File: config.mk
export PLATFORM = sky130hd
export DESIGN_NAME = ifetch_prefetch_flat
export DESIGN_NICKNAME = d
export VERILOG_FILES = /design/src/rtl/ifetch_pkg.sv /design/src/rtl/ifetch_prefetch_if.sv /design/src/rtl/ifetch_fifo.sv /design/src/rtl/ifetch_prefetch.sv /design/src/flat_wrapper.sv
export SDC_FILE = /design/constraint.sdc
export NUM_CORES = 1
export LEC_CHECK = 0
export BUFFER_PORTS_ARGS = -buffer_cell sky130_fd_sc_hd__buf_2
export CAP_MARGIN = 0
export CORE_MARGIN = 5
export CORE_UTILIZATION = 30
export DETAILED_ROUTE_END_ITERATION = 10
export MAX_ROUTING_LAYER = met4
export PLACE_DENSITY = 0.53
export SLEW_MARGIN = 20
export SYNTH_ARGS = -nofsm -noshare
export SYNTH_HDL_FRONTEND = slang
export SYNTH_SLANG_ARGS = --single-unit
File: constraint.sdc
create_clock -name clk -period 4 [get_ports clk]
set_clock_uncertainty 0.05 [all_clocks]
set_input_delay 0.4 -clock clk [delete_from_list [all_inputs] [get_ports clk]]
set_output_delay 0.4 -clock clk [all_outputs]
set_load 0.02 [all_outputs]
File: src/rtl/ifetch_pkg.sv
// ifetch_pkg: shared defaults, counter width and fetch-entry type for the prefetch stage
package ifetch_pkg;
  localparam int DEFAULT_DEPTH = 4;
  localparam logic [31:0] DEFAULT_RESET_PC = 32'h0000_0000;
  localparam int CNT_W = $clog2(DEFAULT_DEPTH + 1);
  typedef struct packed {
    logic [31:0] pc;
    logic [31:0] instr;
  } fetch_entry_t;
  function automatic logic [31:0] align_pc(input logic [31:0] pc);
    return pc & ~32'h3;
  endfunction
endpackage

File: src/rtl/ifetch_prefetch_if.sv
// ifetch_prefetch_if: memory request/response, core redirect and instruction delivery signals
interface ifetch_prefetch_if;
  logic        mem_req_valid;
  logic        mem_req_ready;
  logic [31:0] mem_req_addr;
  logic        mem_rsp_valid;
  logic [31:0] mem_rsp_data;
  logic        redirect_valid;
  logic [31:0] redirect_pc;
  logic        instr_valid;
  logic [31:0] instr;
  logic [31:0] instr_pc;
  logic        instr_ready;
  modport master (
    output mem_req_valid, mem_req_addr, instr_valid, instr, instr_pc,
    input  mem_req_ready, mem_rsp_valid, mem_rsp_data, redirect_valid, redirect_pc, instr_ready
  );
  modport slave (
    input  mem_req_valid, mem_req_addr, instr_valid, instr, instr_pc,
    output mem_req_ready, mem_rsp_valid, mem_rsp_data, redirect_valid, redirect_pc, instr_ready
  );
endinterface

File: src/rtl/ifetch_fifo.sv
// ifetch_fifo: in-order buffer of fetched {pc, instr} entries with flush; flush beats push and pop
module ifetch_fifo
  import ifetch_pkg::*;
#(
  parameter int DEPTH = DEFAULT_DEPTH,
  localparam int CW = $clog2(DEPTH + 1),
  localparam int AW = $clog2(DEPTH)
) (
  input  logic          clk,
  input  logic          rst_n,
  input  logic          push,
  input  logic          pop,
  input  logic          flush,
  input  fetch_entry_t  din,
  output fetch_entry_t  head,
  output logic [CW-1:0] count
);
  fetch_entry_t mem [DEPTH];
  logic [AW-1:0] wp, rp;
  logic do_push, do_pop;
  assign do_pop = pop && count != '0 && !flush;
  assign do_push = push && !flush && (count < CW'(DEPTH) || do_pop);
  assign head = mem[rp];
  always_ff @(posedge clk or negedge rst_n) begin
    if (!rst_n) begin
      wp <= '0;
      rp <= '0;
      count <= '0;
      for (int i = 0; i < DEPTH; i++) mem[i] <= '0;
    end else if (flush) begin
      wp <= '0;
      rp <= '0;
      count <= '0;
    end else begin
      if (do_push) begin
        mem[wp] <= din;
        wp <= wp + AW'(1);
      end
      if (do_pop) rp <= rp + AW'(1);
      count <= count + CW'(do_push) - CW'(do_pop);
    end
  end
  a_count_bound: assert property (@(posedge clk) disable iff (!rst_n) count <= CW'(DEPTH));
  a_no_overflow: assert property (@(posedge clk) disable iff (!rst_n)
    (push && !flush) |-> (count < CW'(DEPTH) || do_pop));
endmodule

File: src/rtl/ifetch_prefetch.sv
// ifetch_prefetch: credit-limited instruction prefetcher feeding the core through a PC-tagged FIFO
module ifetch_prefetch
  import ifetch_pkg::*;
#(
  parameter int          DEPTH    = DEFAULT_DEPTH,
  parameter logic [31:0] RESET_PC = DEFAULT_RESET_PC
) (
  input logic clk,
  input logic rst_n,
  ifetch_prefetch_if.master bus
);
  localparam int CW = $clog2(DEPTH + 1);
  logic [31:0] fetch_pc, rsp_pc, target;
  logic [CW-1:0] inflight, inflight_next, drop_cnt, fifo_count;
  logic req_fire, keep, pop, credit;
  fetch_entry_t din, head;
  assign target = align_pc(bus.redirect_pc);
  // buffered plus outstanding words never exceed DEPTH, so every response has a slot
  assign credit = ({1'b0, fifo_count} + {1'b0, inflight}) < (CW + 1)'(DEPTH);
  assign bus.mem_req_valid = rst_n && !bus.redirect_valid && credit;
  assign bus.mem_req_addr = fetch_pc;
  assign req_fire = bus.mem_req_valid && bus.mem_req_ready;
  assign keep = bus.mem_rsp_valid && drop_cnt == '0;
  assign pop = bus.instr_valid && bus.instr_ready && !bus.redirect_valid;
  assign inflight_next = inflight + CW'(req_fire) - CW'(bus.mem_rsp_valid);
  assign din = '{pc: rsp_pc, instr: bus.mem_rsp_data};
  assign bus.instr_valid = fifo_count != '0;
  assign bus.instr = bus.instr_valid ? head.instr : '0;
  assign bus.instr_pc = bus.instr_valid ? head.pc : '0;
  ifetch_fifo #(.DEPTH(DEPTH)) u_fifo (
    .clk   (clk),
    .rst_n (rst_n),
    .push  (keep),
    .pop   (pop),
    .flush (bus.redirect_valid),
    .din   (din),
    .head  (head),
    .count (fifo_count)
  );
  always_ff @(posedge clk or negedge rst_n) begin
    if (!rst_n) begin
      fetch_pc <= RESET_PC;
      rsp_pc <= RESET_PC;
      inflight <= '0;
      drop_cnt <= '0;
    end else begin
      inflight <= inflight_next;
      if (bus.redirect_valid) begin
        fetch_pc <= target;
        rsp_pc <= target;
        drop_cnt <= inflight_next;
      end else begin
        if (req_fire) fetch_pc <= fetch_pc + 32'd4;
        if (keep) rsp_pc <= rsp_pc + 32'd4;
        if (bus.mem_rsp_valid && drop_cnt != '0) drop_cnt <= drop_cnt - CW'(1);
      end
    end
  end
  a_rsp_expected: assert property (@(posedge clk) disable iff (!rst_n)
    bus.mem_rsp_valid |-> inflight != '0);
  a_addr_aligned: assert property (@(posedge clk) disable iff (!rst_n)
    bus.mem_req_addr[1:0] == 2'b00);
endmodule

File: src/flat_wrapper.sv
// flat-port wrapper written by rule: the top's interface ports become plain ports
module ifetch_prefetch_flat import ifetch_pkg::*;
#(
  parameter int          DEPTH    = DEFAULT_DEPTH,
  parameter logic [31:0] RESET_PC = DEFAULT_RESET_PC
)
  (clk, rst_n, bus_mem_req_valid, bus_mem_req_addr, bus_instr_valid, bus_instr, bus_instr_pc, bus_mem_req_ready, bus_mem_rsp_valid, bus_mem_rsp_data, bus_redirect_valid, bus_redirect_pc, bus_instr_ready);
  ifetch_prefetch_if bus_i ();
  input logic clk;
  input logic rst_n;
  output wire logic [$bits(bus_i.mem_req_valid)-1:0] bus_mem_req_valid;
  output wire logic [$bits(bus_i.mem_req_addr)-1:0] bus_mem_req_addr;
  output wire logic [$bits(bus_i.instr_valid)-1:0] bus_instr_valid;
  output wire logic [$bits(bus_i.instr)-1:0] bus_instr;
  output wire logic [$bits(bus_i.instr_pc)-1:0] bus_instr_pc;
  input wire logic [$bits(bus_i.mem_req_ready)-1:0] bus_mem_req_ready;
  input wire logic [$bits(bus_i.mem_rsp_valid)-1:0] bus_mem_rsp_valid;
  input wire logic [$bits(bus_i.mem_rsp_data)-1:0] bus_mem_rsp_data;
  input wire logic [$bits(bus_i.redirect_valid)-1:0] bus_redirect_valid;
  input wire logic [$bits(bus_i.redirect_pc)-1:0] bus_redirect_pc;
  input wire logic [$bits(bus_i.instr_ready)-1:0] bus_instr_ready;
  assign bus_mem_req_valid = bus_i.mem_req_valid;
  assign bus_mem_req_addr = bus_i.mem_req_addr;
  assign bus_instr_valid = bus_i.instr_valid;
  assign bus_instr = bus_i.instr;
  assign bus_instr_pc = bus_i.instr_pc;
  assign bus_i.mem_req_ready = bus_mem_req_ready;
  assign bus_i.mem_rsp_valid = bus_mem_rsp_valid;
  assign bus_i.mem_rsp_data = bus_mem_rsp_data;
  assign bus_i.redirect_valid = bus_redirect_valid;
  assign bus_i.redirect_pc = bus_redirect_pc;
  assign bus_i.instr_ready = bus_instr_ready;
  ifetch_prefetch #(.DEPTH(DEPTH), .RESET_PC(RESET_PC)) u_core (.clk(clk), .rst_n(rst_n), .bus(bus_i));
endmodule
==> impl_metrics.yaml <==
die:
  dieWidth_microns: 236
  core_area_sq_mm: 0.0503
  start_util_pct: 30.4
  num_rows: 82
  die_y_microns: 236
  ioPinCount: 168
  dieArea_sq_mm: 0.0555
logic_synthesis:
  seq_area_frac_synth_pct: 52.6
  synth_top_cell_area_share_pct: 52.6
  yosysTopAreaCell: "dfrtp_1"
  yosys_most_used_dff: "dfrtp_1"
  synth-async-reset-ratio_pct: 100
  yosys-top-cells-area: "dfrtp_1, mux2_2, mux4_2, and2_1, xor2_1"
  yosys_warnings: 0
  synth_area_sq_mm: 0.0153
  avgSynthCellArea_sq_um: 13.5
  synth-edff-count: 0
  synthCells: 1128
  ys_ff_latch: 321
  yosysUniqueCellTypes: 46
placed_design:
  place_congestion: 0.799
  portBuffers: 161
  dp_hpwl_microns: 25600
  dp_slack_ns: 0.982
sta:
  worst_slack_ns: 0.888
  max-slew-margin-rel_pct: 36.1
  setup_violations: 0
  rsz0062_at_grt: "no"
  max_freq_mhz: 321
  finalCritPeriodShare_pct: 77.8
  min_period_ns: 3.11
  hold_viol: 0
  tightest_slew_ns: 0.955
  tns_ns: 0
  final-max-slew-violation-count: 0
routing:
  vias: 9774
  viasPerCell: 4.92
  drtIter0Drc: 499
  postRouteAntennaNets: 0
  drc: 0
  dr.pass1.iters: 5
  wl_per_cell_microns: 19.6
  finalWirelength_microns: 38800
critical_path:
  endpoint_kind: "primary output"
  crit_fanout: 24
  crit_path_start_kind: "flip-flop"
  worstPathArrival_ns: 2.66
  ff2ff_path_depth: 9
  worstSetupPathType: "flip-flop to primary output"
  cp.required_ns: 3.55
cells_and_area:
  area_delta_synth_final_pct: 18.8
  nets: 1371
  n_antenna_cell: 0
  multi_input_area_sq_mm: 0.00678
  nFillCells: 4898
  drive_gt1_share_pct: 44.2
  regArea_sq_mm: 0.00804
global_route:
  grt_pass1_wl_microns: 62500
  antenna_found_initial: 0
  grt_max_degree: 159
  grt_use_total_pct: 14.4
  gr-total-overflow: 0
  grt_pass1_vias: 10500
power_and_ir_drop:
  cellPowerDensity_mw_per_mm2: 632
  power_leakage_uw: 0.00832
  irDropWorstVdd_v: 0.000276
hold_path:
  hp-class: "input port to flip-flop"
  hold_depth: 3
cts:
  numClockSinks: 321
  post_cts_buffers: 0
  htreeDepth: 2
  cts_buffers: 39
  clk_pin_slew_worst_paths_ns: 0.06
  cts.path.max_buffers: 3
  root_buffer: "clkbuf_16"
  clock_latency_ns: 0.55
  tritoncts: "done"
  ctsResizeCount: 0
outcome:
  status: "finished clean"
run:
  drv_cap: 0
worst paths after layout:
path                                                   start                                      end  slack (ns)
setup / recovery             u_core.u_fifo.rp[0]$_DFFE_PN0P_                         bus_instr_pc[17]        0.89
hold reg to reg            u_core.u_fifo.mem[29]$_DFFE_PN0P_        u_core.u_fifo.mem[29]$_DFFE_PN0P_        0.45
min in group asynchronous                              rst_n       u_core.u_fifo.mem[213]$_DFFE_PN0P_        0.45
max in group asynchronous                              rst_n       u_core.u_fifo.mem[194]$_DFFE_PN0P_        2.20
hold / removal                           bus_redirect_pc[20]  u_core.bus.mem_req_addr[20]$_DFFE_PN0N_        0.04
setup reg to reg            u_core.u_fifo.count[2]$_DFF_PN0_           u_core.drop_cnt[1]$_DFFE_PN0P_        1.00
worst max-delay path: stages (launching register included):
cell     delay (ns)
dfrtp_4        0.81
buf_4          0.37
mux4_2         0.58
and2_1         0.17
buf_2          0.15
synth_stat cells, drive strengths merged, types with 2 or more instances:
| cell type | n |
|---|---|
| a21o | 3 |
| a21oi | 8 |
| a22oi | 2 |
| a31oi | 6 |
| and2 | 71 |
| and3 | 8 |
| and4 | 3 |
| buf | 44 |
| clkbuf | 31 |
| dfrtp | 321 |
| fa | 2 |
| ha | 14 |
| inv | 19 |
| mux2 | 250 |
| mux4 | 62 |
| nand2 | 59 |
| nand3 | 45 |
| nand3b | 4 |
| nand4 | 19 |
| nor2 | 19 |
| nor2b | 3 |
| nor3 | 5 |
| nor4 | 8 |
| o211ai | 15 |
| o21ai | 44 |
| o311ai | 7 |
| o31ai | 2 |
| or3 | 7 |
| or4 | 2 |
| xnor2 | 11 |
| xor2 | 26 |
cells in the final DEF, fill, tap and decap left out, types with 6 or more instances in the layout:
master / n
a21oi_1: 8
a31oi_1: 6
and2_1: 67
and3_1: 8
buf_12: 7
buf_2: 160
buf_4: 19
clkbuf_16: 39
clkbuf_8: 13
clkinv_2: 9
dfrtp_1: 319
ha_1: 14
inv_1: 19
mux2_2: 250
mux4_2: 62
nand2_1: 59
nand3_1: 45
nand4_1: 16
nor2_1: 19
o211ai_1: 15
o21ai_0: 44
o311ai_0: 7
or3_1: 6
xnor2_1: 11
xor2_1: 26
area by class of cell:
cell class	instances	share of cell area (%)
repair buffers	188	6.11
clock buffers	56	6.45
inverters	19	0.393
flip-flops and latches	321	44.3
clock inverters	13	0.683
multi-input cells	716	37.4
well taps	672	4.64
what timing repair did:
action / 4_1_cts / 5_1_grt
setup endpoints to repair: 0 / 0
endpoints found under the hold margin: 29 / 0
hold buffers: 1 / 0
logic make-up (layout without fill, tap and decap cells):
family,Yosys count,in the layout,synth area share [%]
flops,321,321,52.6
mux,312,312,27.6
simple gates,257,257,9.52
buf+inv,94,276,3.11
compound gates,90,90,3.61
xor+xnor,37,37,2.12
fa+ha+maj,16,16,1.41
other cells,1,4,0.0246
routing by layer:
metal	global-route usage, %	vias up	wire (microns)
met1	19.7	5065	18100
met5	-	-	0
li1	-	4414	-
met2	21.8	235	17900
met3	2.89	60	1940
met4	4.56	0	906
state kept, by name, summed over array words and instances, names as in the netlist:
signal / cells
u_core.drop_cnt: 3
u_core.u_fifo.count: 3
u_core.u_fifo.wp: 2
u_core.inflight: 3
u_core.u_fifo.rp: 2
u_core.bus.mem_req_addr: 30
u_core.rsp_pc: 30
u_core.u_fifo.mem: 248
metrics by stage:
step | cell area [sq um] | utilization [%] | std cells | power, uW | hold slack, ns
finish | 18100 | 36.1 | 1985 | 11500 | 0.0406
global route | 18100 | 36.1 | 1985 | 12200 | 0.0318
CTS | 18100 | 36.1 | 1985 | 11700 | 0.00472
detailed placement | 16800 | 33.5 | 1915 | 8110 | 0.426
global placement | 16800 | 33.5 | 1915 | 8030 | 0.430
floorplan | 15300 | - | 1131 | 6930 | 0.0544
report_power, final:
| part | switching (uW) | internal, uW | total (uW) |
|---|---|---|---|
| Sequential | 560 | 4020 | 4580 |
| Combinational | 1630 | 1740 | 3370 |
| Clock | 1410 | 2110 | 3520 |
| Total | 3600 | 7870 | 11500 |
Power figures use the tool's default switching activity.
